--- config.mk ---
export PLATFORM = sky130hd
export DESIGN_NAME = pkt_commit_ctrl
export DESIGN_NICKNAME = d
export VERILOG_FILES = /design/src/rtl/pkt_commit_ctrl.sv
export SDC_FILE = /design/constraint.sdc
export NUM_CORES = 1
export LEC_CHECK = 0
export ABC_AREA = 1
export CAP_MARGIN = 20
export CORE_UTILIZATION = 42
export CTS_CLUSTER_SIZE = 30
export DETAILED_ROUTE_END_ITERATION = 7
export PLACE_DENSITY_LB_ADDON = 0.1
export SLEW_MARGIN = 5
export SYNTH_ARGS = -nofsm -noshare
export SYNTH_HDL_FRONTEND = slang
export SYNTH_SLANG_ARGS = --single-unit
--- constraint.sdc ---
create_clock -name wrclk -period 1.9 [get_ports wrclk]
set_clock_uncertainty 0.1 [all_clocks]
set_input_delay 0.38 -clock wrclk [delete_from_list [all_inputs] [get_ports wrclk]]
set_output_delay 0.38 -clock wrclk [all_outputs]
set_load 0.005 [all_outputs]
--- src/rtl/pkt_commit_ctrl.sv ---
// Write-side packet sequencer for a snapshot/rollback FIFO.
// Accepts a valid/ready packet stream, writes beats into the FIFO and uses
// the FIFO's snapshot/rollback/reset pointer controls so that only whole,
// error-free packets survive. Packets that carry an error, exceed MAX_LEN
// beats or stall too long on a full FIFO are rolled back and the rest of
// the packet is drained. Commit/drop statistics saturate at all-ones.
module pkt_commit_ctrl #(
    parameter int WIDTH       = 32,
    parameter int DEPTH       = 16,
    parameter int MAX_LEN     = 16,
    parameter int LENW        = 5,
    parameter int STALL_LIMIT = 64,
    parameter int CNTW        = 16
) (
    input  logic             wrclk,
    input  logic             wr_rstn,
    input  logic             in_valid,
    output logic             in_ready,
    input  logic [WIDTH-1:0] in_data,
    input  logic             in_sop,
    input  logic             in_eop,
    input  logic             in_err,
    input  logic             flush,
    input  logic             fifo_full,
    output logic             write_en,
    output logic [WIDTH-1:0] write_data,
    output logic             snapshot_wrptr,
    output logic             rollback_wrptr,
    output logic             reset_wrptr,
    output logic             pkt_commit,
    output logic             pkt_drop,
    output logic [1:0]       drop_reason,
    output logic [CNTW-1:0]  commit_cnt,
    output logic [CNTW-1:0]  drop_cnt,
    output logic             busy
);

    // A packet can never be longer than the FIFO can hold.
    localparam int EFF_MAX = (MAX_LEN > DEPTH) ? DEPTH : MAX_LEN;
    localparam int SW      = $clog2(STALL_LIMIT + 1);

    localparam logic [1:0] S_IDLE     = 2'd0;
    localparam logic [1:0] S_WRITE    = 2'd1;
    localparam logic [1:0] S_ROLLBACK = 2'd2;
    localparam logic [1:0] S_DROP     = 2'd3;

    localparam logic [1:0] R_ERR   = 2'd0;
    localparam logic [1:0] R_LEN   = 2'd1;
    localparam logic [1:0] R_STALL = 2'd2;
    localparam logic [1:0] R_FLUSH = 2'd3;

    logic [1:0]      state_q, state_d;
    logic [LENW-1:0] len_q, len_d;
    logic [SW-1:0]   stall_q, stall_d;
    logic            eop_seen_q, eop_seen_d;
    logic [1:0]      reason_q, reason_d;
    logic [CNTW-1:0] commit_cnt_q, drop_cnt_q;

    logic beat;
    logic len_full;
    logic stall_expired;

    // Ready is a pure function of state, flush and full, so beat acceptance
    // has no loop through the output decoder.
    assign in_ready = !flush &&
                      (((state_q == S_IDLE) || (state_q == S_WRITE)) ? !fifo_full
                                                                     : (state_q == S_DROP));
    assign beat          = in_valid && in_ready;
    assign len_full      = (len_q == LENW'(EFF_MAX));
    assign stall_expired = (stall_q == SW'(STALL_LIMIT - 1));

    assign write_data  = in_data;
    assign drop_reason = reason_q;
    assign commit_cnt  = commit_cnt_q;
    assign drop_cnt    = drop_cnt_q;
    assign busy        = (state_q != S_IDLE);

    // State and per-packet bookkeeping registers.
    always_ff @(posedge wrclk or negedge wr_rstn) begin
        if (!wr_rstn) begin
            state_q    <= S_IDLE;
            len_q      <= '0;
            stall_q    <= '0;
            eop_seen_q <= 1'b0;
            reason_q   <= R_ERR;
        end else begin
            state_q    <= state_d;
            len_q      <= len_d;
            stall_q    <= stall_d;
            eop_seen_q <= eop_seen_d;
            reason_q   <= reason_d;
        end
    end

    // Next-state logic: flush outranks stall timeout, which outranks beats.
    always_comb begin
        state_d    = state_q;
        len_d      = len_q;
        stall_d    = stall_q;
        eop_seen_d = eop_seen_q;
        reason_d   = reason_q;
        if (flush) begin
            if ((state_q == S_WRITE) || (state_q == S_ROLLBACK)) begin
                reason_d = R_FLUSH;
                state_d  = eop_seen_q ? S_IDLE : S_DROP;
            end
        end else begin
            case (state_q)
                S_IDLE: begin
                    if (beat && in_sop) begin
                        len_d = LENW'(1);
                        if (in_err) begin
                            state_d    = S_ROLLBACK;
                            reason_d   = R_ERR;
                            eop_seen_d = in_eop;
                        end else if (!in_eop) begin
                            state_d = S_WRITE;
                        end
                    end
                end
                S_WRITE: begin
                    if (fifo_full) begin
                        if (stall_expired) begin
                            state_d    = S_ROLLBACK;
                            reason_d   = R_STALL;
                            eop_seen_d = 1'b0;
                        end else begin
                            stall_d = stall_q + 1'b1;
                        end
                    end else begin
                        stall_d = '0;
                        if (beat) begin
                            if (in_err) begin
                                state_d    = S_ROLLBACK;
                                reason_d   = R_ERR;
                                eop_seen_d = in_eop;
                            end else if (len_full) begin
                                state_d    = S_ROLLBACK;
                                reason_d   = R_LEN;
                                eop_seen_d = in_eop;
                            end else begin
                                len_d = len_q + 1'b1;
                                if (in_eop) begin
                                    state_d = S_IDLE;
                                end
                            end
                        end
                    end
                end
                S_ROLLBACK: begin
                    state_d = eop_seen_q ? S_IDLE : S_DROP;
                end
                default: begin
                    if (beat && in_eop) begin
                        state_d = S_IDLE;
                    end
                end
            endcase
        end
        // Every return to IDLE starts the next packet from a clean slate.
        if (state_d == S_IDLE) begin
            len_d      = '0;
            stall_d    = '0;
            eop_seen_d = 1'b0;
        end
    end

    // Output decode: FIFO strobes and packet pulses for the current cycle.
    always_comb begin
        write_en       = 1'b0;
        snapshot_wrptr = 1'b0;
        rollback_wrptr = 1'b0;
        reset_wrptr    = 1'b0;
        pkt_commit     = 1'b0;
        pkt_drop       = 1'b0;
        if (flush) begin
            reset_wrptr = 1'b1;
            pkt_drop    = (state_q == S_WRITE) || (state_q == S_ROLLBACK);
        end else begin
            case (state_q)
                S_IDLE: begin
                    if (beat && in_sop) begin
                        snapshot_wrptr = 1'b1;
                        write_en       = !in_err;
                        pkt_commit     = in_eop && !in_err;
                    end
                end
                S_WRITE: begin
                    if (beat && !in_err && !len_full) begin
                        write_en   = 1'b1;
                        pkt_commit = in_eop;
                    end
                end
                S_ROLLBACK: begin
                    rollback_wrptr = 1'b1;
                    pkt_drop       = 1'b1;
                end
                default: begin
                end
            endcase
        end
    end

    // Saturating statistics counters.
    always_ff @(posedge wrclk or negedge wr_rstn) begin
        if (!wr_rstn) begin
            commit_cnt_q <= '0;
            drop_cnt_q   <= '0;
        end else begin
            if (pkt_commit && (commit_cnt_q != '1)) begin
                commit_cnt_q <= commit_cnt_q + 1'b1;
            end
            if (pkt_drop && (drop_cnt_q != '1)) begin
                drop_cnt_q <= drop_cnt_q + 1'b1;
            end
        end
    end

endmodule

==> results of run 1 <==
==> routing by layer <==
layer	share of wire	vias up	wire length, µm	track usage
met5	0	-	0	0
met1	0.42	1494	3738	0.2565
met3	0.041	23	364	0.03367
li1	-	1572	-	-
met4	0.022	0	193	0.06989
met2	0.51	82	4513	0.3674
==> state kept, by name (all words and copies together), names as in the netlist <==
name / count
drop_reason: 2
eop_seen_q: 1
drop_cnt: 16
state_q: 2
commit_cnt: 16
len_q: 5
stall_q: 7
==> worst register-to-register path, cell delays in order (launching register included) <==
cell and delay (ps):
dfrtp_1 360, ha_1 160, nand2_1 100, nor3_1 370, nand4_1 150, buf_4 180, nand2_8 90, buf_6 100
buf_6 80, buf_6 100, mux2_4 290
==> worst min path at each step <==
| stage | startpoint | endpoint | slack [ps] | cells after the start |
|---|---|---|---|---|
| after global placement | wr_rstn | drop_cnt[5] | 250 | 1 |
| final | drop_cnt[8] | drop_cnt[8] | 420 | 1 |
| after floorplan | wr_rstn | commit_cnt[0] | -20 | 0 |
| after global routing | drop_cnt[8] | drop_cnt[8] | 460 | 1 |
| after detailed placement | wr_rstn | drop_cnt[5] | 260 | 1 |
| after CTS | stall_q[6] | stall_q[6] | 430 | 2 |
==> power by group <==
part           switching (mW)  total, mW  internal, mW
logic                    1.98       3.98          2.00
registers               0.159       1.43          1.28
clock network           0.367      0.626         0.259
total                    2.50       6.04          3.53
==> timing repair <==
action	4_1_cts	5_1_grt
hold endpoints to repair	17	0
resized for setup	93	67
setup buffers	20	18
gates cloned	3	0
hold buffers	1	0
pin swaps	21	34
endpoints found under the setup margin	44	50
==> cells in the final DEF (no fill, tap or decap), types with 5 or more instances in the layout <==
| cell | synthesis | final |
|---|---|---|
| o21ai_1 | 6 | 7 |
| nand4_1 | 8 | 8 |
| buf_6 | 1 | 28 |
| clkdlybuf4s50_1 | 0 | 39 |
| nand2_1 | 97 | 82 |
| clkbuf_8 | 0 | 5 |
| nor3_1 | 9 | 7 |
| inv_1 | 42 | 37 |
| o21ai_0 | 14 | 9 |
| nor2_2 | 2 | 7 |
| dfrtp_1 | 49 | 48 |
| buf_4 | 35 | 79 |
| xnor2_1 | 12 | 11 |
| a21oi_2 | 0 | 9 |
| inv_2 | 6 | 8 |
| nand2_2 | 2 | 7 |
| nand3_1 | 30 | 16 |
| nand2_4 | 3 | 12 |
| nor2_4 | 1 | 11 |
| nor2_1 | 36 | 21 |
| nand3_2 | 0 | 12 |
| xor2_1 | 19 | 18 |
| a21oi_1 | 14 | 5 |
==> Yosys cell counts <==
library cell  count
a21oi_1          14
a22oi_1           1
a31oi_1           2
buf_2             1
buf_4            35
buf_6             1
dfrtp_1          49
ha_1              9
inv_1            42
inv_2             6
mux2_2            1
nand2_1          97
nand2_2           2
nand2_4           3
nand3_1          30
nand3_4           1
nand3b_1          2
nand4_1           8
nor2_1           36
nor2_2            2
nor2_4            1
nor2_8            2
nor3_1            9
nor3_2            4
nor3b_1           2
nor4_1            2
o21ai_0          14
o21ai_1           6
o21ai_4           1
o22ai_1           2
o31ai_1           1
or2_2             3
xnor2_1          12
xor2_1           19
xor2_2            1
==> final cells by class <==
type | count | area [µm²]
multi-input combinational | 288 | 2051
tap | 99 | 123.9
timing repair inverter | 2 | 16.27
clock inverter | 3 | 22.52
clock buffer | 5 | 68.82
fill | 584 | 2328
inverter | 48 | 195.2
sequential | 49 | 1227
timing repair buffer | 155 | 1375
==> logic make-up after synthesis <==
logic type,share of synthesized area
flops,0.3719
mux,0.003415
fa+ha+maj,0.03416
xor+xnor,0.08729
compound gates,0.06869
simple gates,0.2953
buf+inv,0.1393
==> through the flow <==
stage / std cells / setup WS (ps) / hold WS (ps) / area, µm²
after CTS: 637 / -270.2 / 425.2 / 4740
final: 649 / -282.5 / 423.5 / 5080
after global placement: 608 / -674.8 / 251.7 / 4253
after global routing: 649 / -381.6 / 459.6 / 5080
after detailed placement: 608 / -732.3 / 258.4 / 4253
after floorplan: 421 / -13.65 / -15.59 / 3339
==> summary.md, run 1 <==
| Metric | Value |
|---|---|
| CTS Buf Count | 5 |
| Static Leak | between 2 and 2.5 nW |
| Via count | roughly 3200 |
| Max stage delay on crit path | approximately 370 ps |
| CTS H-Tree Depth | 2 |
| Failing checks | setup timing |
| Max clock buf depth | 2 |
| Die X | 90.60 µm |
| R2R cell count | 10 |
| Synth area leader | dfrtp_1 |
| Core Area | ~0.0074 mm² |
| Root Driver | clkbuf_8 |
| Setup CP Type | reg -> reg |
| Initial core utilization | 0.4450 |
| VDD IR max | around 0.64 mV |
| Sequential area share after synthesis | 0.3719 |
| Share of the synthesized area in the top cell type | 0.3719 |
| R2r startpoint | drop_cnt[0] |
| PwrDens | ~1200 mW/mm² |
| Largest cells by area after synthesis | dfrtp_1 37%, nand2_1 11%, buf_4 8.0%, xor2_1 5.0%, inv_1 4.8% |
| DIE AREA | a little over 0.008 mm² |
| WP data arrival | 2280 ps |
| Crit-path max FO | 4 |
| CP top delay family | simple AND/OR/NAND/NOR gates |
| Total power draw | between 6 and 7 mW |
| Final hold violations | 0 |
| Yosys reg bits | about 50 |
| Clock latency on the worst-skew pair | around 300 ps |
| CTS tree | done |
| Tcrit/Tclk final | 1.149 |
| Diode count | 0 |
| Slowest-stage cell, CP | nor3_1 |
| Slew headroom | 0.6833 |
| Crit path capture | drop_cnt[1] |
| Peak Freq | between 400 and 500 MHz |
| Crit path buffers/inverters | 4 |
| Mapped Cells | between 400 and 500 |
| Reg2reg end | drop_cnt[1] |
| First DRT Iteration DRCs | 83 |
| Row cnt | 31 |
| GRT Total Usage | 0.2082 |
| Syn nets | 470 |
| Remaining Overflow, GRT | 0 |
| Slew @ Worst Pin | about 470 ps |
| I/O pins | between 100 and 150 |
| Worst-path cell chain | ha_1 -> nand2_1 -> nor3_1 -> nand4_1 -> buf_4 -> nand2_8 -> buf_6 -> buf_6 -> buf_6 -> mux2_4 |
| CTS Sinks | 49 |
| Setup WS post-layout | -282.5 ps |
| DRC viols | 0 |
| Reg-to-reg slack, setup | -280 ps |
| RSZ-0062 raised after global routing | true |
| Worst setup SP type | flop |
| Ys Warns | 0 |
| CP endpoint kind | flop |
| Synth unique cells | 35 |
| CP Launch Point | drop_cnt[0] |
| Vias/cell | between 4 and 5 |
| Synth Cell Area | 0.003297 mm² |
| # nets final | ~600 |
| # setup viols final | 46 |
| Initial DRT Pass Iterations | 6 |
| PortBufs | 49 |
| Status | finished, violations left |
| First-pass GRT wire length | 14100 µm |
| Critical path depth | 10 |
| Largest net degree at the start of global routing | 24 |
| Die height | 90.60 µm |
| Final min period | 2182 ps |
| Cell mode on critical path | buf_6 |
| DP HPWL | 5795 µm |
| Syn Area/Cell | slightly below 8 µm² |
| Post-route ant nets | 0 |
| MaxCap Viol Count | 0 |
| Detailed-route wire length per cell | approximately 14 µm |
| Vias in the first global route | between 3000 and 4000 |
| Setup tns final | -5716 ps |
| Area grow syn2layout | 54.08% |
| Pins over their slew limit | 0 |
| Routed WL | around 9000 µm |
| Clock slew at reported path FFs | approximately 100 ps |
| GP Congestion | ~0.83 |
| Layout Utilization | 0.6857 |
| Crit path required time | 2000 ps |
| Share of cells above drive strength 1 | 0.4073 |
| Initial antenna violation count | 0 |
| Hold Path Class | reg -> reg |
Power figures use the tool's default switching activity.
==> run 2: changes to the inputs <==
Settings changed: CTS_CLUSTER_DIAMETER from default to 30.
==> results of run 2 <==
The final DEF is identical to that of run 1; final timing and power are the same.
==> run 3: changes to the inputs <==
Settings changed: CORE_UTILIZATION 42 to 28.
==> summary.md, run 3 (synthesis gave the netlist of run 1 again) <==
| Metric | Value |
|---|---|
| Area grow syn2layout | 62.62% |
| R2r startpoint | state_q[0] |
| Comb pwr share | 0.610 |
| WP data arrival | 1650 ps |
| Most common cell after layout, fill and taps aside | buf_4 |
| Hold Path Class | reg -> reg |
| Setup WS post-layout | -228.7 ps |
| Row cnt | 39 |
| Endpoint, Worst Hold | commit_cnt[12] |
| CTS H-Tree Depth | 2 |
| Max clock buf depth | 2 |
| Post-route ant nets | 0 |
| DIE AREA | approximately 0.012 mm² |
| DP Worst Slack | -710.9 ps |
| WHS | between 400 and 500 ps |
| Slew @ Worst Pin | around 330 ps |
| CP top delay family | simple AND/OR/NAND/NOR gates |
| Static Leak | ~2.5 nW |
| Sequential cell area | between 0.001 and 0.0015 mm² |
| Crit path required time | around 1400 ps |
| Most frequent cells in the layout | 80 x buf_4, 73 x nand2_1, 48 x dfrtp_1 |
| Cell mode on critical path | nand2_2 |
| Crit-path max FO | 3 |
| GRT Total Usage | 0.1532 |
| Layout fillers | 1135 |
| Final hold violations | 0 |
| Tcrit/Tclk final | 1.120 |
| Reg power frac | 0.216 |
| Crit path buffers/inverters | 2 |
| Layout Utilization | 0.4675 |
| I/O pins | about 110 |
| Failing checks | setup timing |
| Slew headroom | 0.7781 |
| Initial DRT Pass Iterations | 5 |
| First DRT Iteration DRCs | 100 |
| VDD IR max | 0.5730 mV |
| PortBufs | ~50 |
| Setup CP Type | reg -> out |
| GP Congestion | 0.7880 |
| DP HPWL | between 6000 and 7000 µm |
| Multi-input gate area | approximately 0.0021 mm² |
| CP endpoint kind | output port |
| Reg-to-reg slack, setup | -190 ps |
| # setup viols final | 40 |
| First-pass GRT wire length | ~15000 µm |
| Pins over their slew limit | 0 |
| Layout Cells excl Fill | 698 |
| # nets final | 603 |
| Peak Freq | around 470 MHz |
| Initial antenna violation count | 0 |
| R2R cell count | 16 |
| CTS Buf Count | 5 |
| Via count | around 3200 |
| Routed WL | just over 9000 µm |
| Net Switching | approximately 2.5 mW |
| Final min period | 2129 ps |
| GR met3 Demand/Resource | 0.02634 |
| DRC viols | 0 |
| Worst setup SP type | flop |
| Share of cells above drive strength 1 | 0.4360 |
| Clock latency on the worst-skew pair | 290 ps |
| Vias in the first global route | approximately 3300 |
| DP Cell Count | 665 |
| Clock slew at reported path FFs | 70 ps |
| Core Area | approximately 0.011 mm² |
| Vias/cell | roughly 4.6 |
| Die X | ~110 µm |
| P_int | around 4 mW |
| Remaining Overflow, GRT | 0 |
| WHS Path Cells | 1 |
| Met1 usage | 0.1976 |
| Max stage delay on crit path | roughly 440 ps |
| Net Sw Frac | 0.3807 |
| MaxCap Viol Count | 0 |
| Clock power share | 0.174 |
| Die height | 110.5 µm |
| Gr busiest metal | met2 |
| CTS Sinks | between 40 and 50 |
| Detailed-route wire length per cell | between 10 and 15 µm |
| RSZ-0062 raised after global routing | true |
| CTS tree | done |
| M2 GR Usage | 0.2509 |
| Largest net degree at the start of global routing | 50 |
| Root Driver | clkbuf_16 |
| Worst-path cell chain | nand2_2 -> nand4_1 -> nor2_4 -> nand2_2 -> o21ai_4 -> inv_2 -> nor2_8 -> buf_6 |
| Worst Hold Launch | commit_cnt[12] |
| Reg2reg end | drop_cnt[9] |
| Initial core utilization | 0.2875 |
| Slowest-stage cell, CP | dfrtp_2 |
| PwrDens | roughly 1200 mW/mm² |
| Diode count | 0 |
| Status | finished, violations left |
## run 3: area by class of cell
class                           instances  area share
Sequential cell                        49      0.2289
Clock inverter                          3     0.01214
Inverter                               48     0.03781
Timing Repair Buffer                  160      0.2723
Tap cell                              143     0.03337
Timing Repair inverter                  2    0.004434
Multi-Input combinational cell        288      0.3876
Clock buffer                            5     0.02334
## run 3: worst max-delay path by stage
| stage | depth (start not counted) | startpoint | slack (ps) | to |
|---|---|---|---|---|
| 2_1_floorplan | 13 | state_q[1] | -10 | drop_cnt[9] |
| 3_3_place_gp | 9 | fifo_full | -680 | pkt_commit |
| 3_5_place_dp | 9 | fifo_full | -710 | pkt_commit |
| 4_1_cts | 9 | state_q[1] | -240 | pkt_commit |
| 5_1_grt | 17 | len_q[1] | -320 | len_q[4] |
| 6_report | 8 | state_q[1] | -230 | pkt_commit |
## run 3: stage by stage
stage	total power, mW	setup TNS [ps]	area, µm²
2_1_floorplan	2.876	-13.65	3339
3_3_place_gp	4.396	-20310	4418
3_5_place_dp	4.407	-22030	4418
4_1_cts	6.335	-3921	5086
5_1_grt	7.092	-9089	5361
6_report	6.619	-3375	5361
## run 3: repair_timing
| action | 4_1_cts | 5_1_grt |
|---|---|---|
| setup endpoints to repair | 47 | 55 |
| buffers inserted | 18 | 8 |
| hold buffers | 1 | 0 |
| hold endpoints to repair | 49 | 0 |
| resized for setup | 119 | 59 |
| gates cloned | 2 | 1 |
| pin swaps | 34 | 28 |
## run 3: routing by layer
metal / wire length, µm / vias up
li1: - / 1588
met1: 4152 / 1501
met2: 4219 / 63
met3: 463 / 31
met4: 244 / 0
met5: 0 / -
## run 3: power by group through the flow
| stage | sequential, mW | combinational, mW | clock, mW |
|---|---|---|---|
| after floorplan | 1.52 | 1.35 | 0 |
| after global placement | 1.43 | 2.97 | 0 |
| after detailed placement | 1.43 | 2.97 | 0 |
| after CTS | 1.42 | 3.72 | 1.20 |
| after global routing | 1.45 | 4.41 | 1.23 |
| final | 1.43 | 4.04 | 1.15 |
==> variant (settings of run 1) <==
Change the parameter `LENW` from 5 to 6.
--- a/src/rtl/pkt_commit_ctrl.sv
+++ b/src/rtl/pkt_commit_ctrl.sv
@@ -8,7 +8,7 @@
     parameter int WIDTH       = 32,
     parameter int DEPTH       = 16,
     parameter int MAX_LEN     = 16,
-    parameter int LENW        = 5,
+    parameter int LENW        = 6,
     parameter int STALL_LIMIT = 64,
     parameter int CNTW        = 16
 ) (
Formal check against the unedited RTL: same outputs for any inputs over 4 cycles, from zero or initial values and one cycle with wr_rstn low; that may be too few to reach the edited logic, so the function may still have changed.
==> variant against run 1 <==
The flow still finishes with violations (setup timing). Worst hold slack lost 0.026 ns. Synthesized area shrank 0.87%. Combinational power shrank 12%. Die area shrank 0.86%. Clock power grew 21%. Core utilization shrank 2.4 points. Synthesized cell count shrank 1.4%. Cell area shrank 4.0%. Power shrank 4.7%. Routed wire length shrank 6.3%. Setup slack gained 0.025 ns. Sequential cell count grew 1. First-iteration DRC count grew 57%. Count of clock-buffer cells in the layout is the same. Critical endpoint is now pkt_drop. Largest cell class unchanged.
==> variant: results (changes against run 1) <==
stage;metric;value;unit;change
place;dp_worst_setup_slack;-0.659;ns;+0.0729 ns
critical_path;crit-reg2reg-capture;drop_cnt[15];;
status;failed_checks;setup timing;;
grt;number_of_global_route_vias_before_repair;3265;;+4.3%
critical_path;worst_setup_path_endpoint;pkt_drop;;
grt;globalRouteMet2Util;37.1;%;+0.34 points
timing;worst_hold_slack;0.398;ns;-0.0260 ns
critical_path;r2r-start;state_q[1];;
synth;synth_cell_types;33;;-5.7%
synth;post_synth_main_area_contributors;dfrtp_1 38%, nand2_1 9.8%, buf_4 8.0%;;
critical_path;critPathMaxStageDelay;0.43;ns;+0.06 ns
timing;max_slew_margin;74.4;%;+6.1 points
timing;setup_viol;50;;+8.7%
timing;setup_slack;-0.258;ns;+0.0249 ns
layout;layout.clock.cell_area_share;2.23;%;+0.43 points
drt;wl_met2;4.13;mm;-8.5%
drt;dr.first_iter.drc_count;130;;+57%
power_and_ir_drop;power_frac_comb;60.9;%;-5.0 points
drt;totalWireLength;8.26;mm;-6.3%
layout;register_area;1250;µm²;+1.9%
layout;fillers;614;;+5.1%
critical_path;worst-endpoint-arrival;1.68;ns;-0.60 ns
drt;dr_total_vias;3078;;-2.9%
status;result_of_the_run;finished, violations left;;
place;post-place-cells;598;;-1.6%
[variant: changes by cell type in the layout (fill, tap and decap cells not counted), moves of 3 or more]
cell / run 1 / this run
a21oi_2: 9 / 5
buf_6: 28 / 15
clkinvlp_4: 4 / 1
nand2_1: 82 / 68
nand2_2: 7 / 18
nand2_4: 12 / 4
nand3_2: 12 / 16
nand4_1: 8 / 11
nor2_1: 21 / 30
nor3_1: 7 / 4
nor3_2: 4 / 1
o21ai_2: 3 / 7
xor2_1: 18 / 21
[variant: timing repair]
item                                    in CTS  in global routing
gates cloned                                 2                  0
endpoints found under the setup margin      43                 54
pin swaps                                   16                 26
endpoints found under the hold margin       50                  0
hold buffers                                 1                  0
setup buffers                               15                 10
resized for setup                           97                 51
[variant: cells by family after synthesis]
logic type,after synthesis,share of synthesized area (%)
muxes,1,0.345
adders and majority gates,9,3.45
and+or+nand+nor,194,26.8
xor gates and xnor gates,33,8.84
buffers and inverters,85,14.3
DFF,50,38.3
AOI/OAI and AO/OA,43,7.93
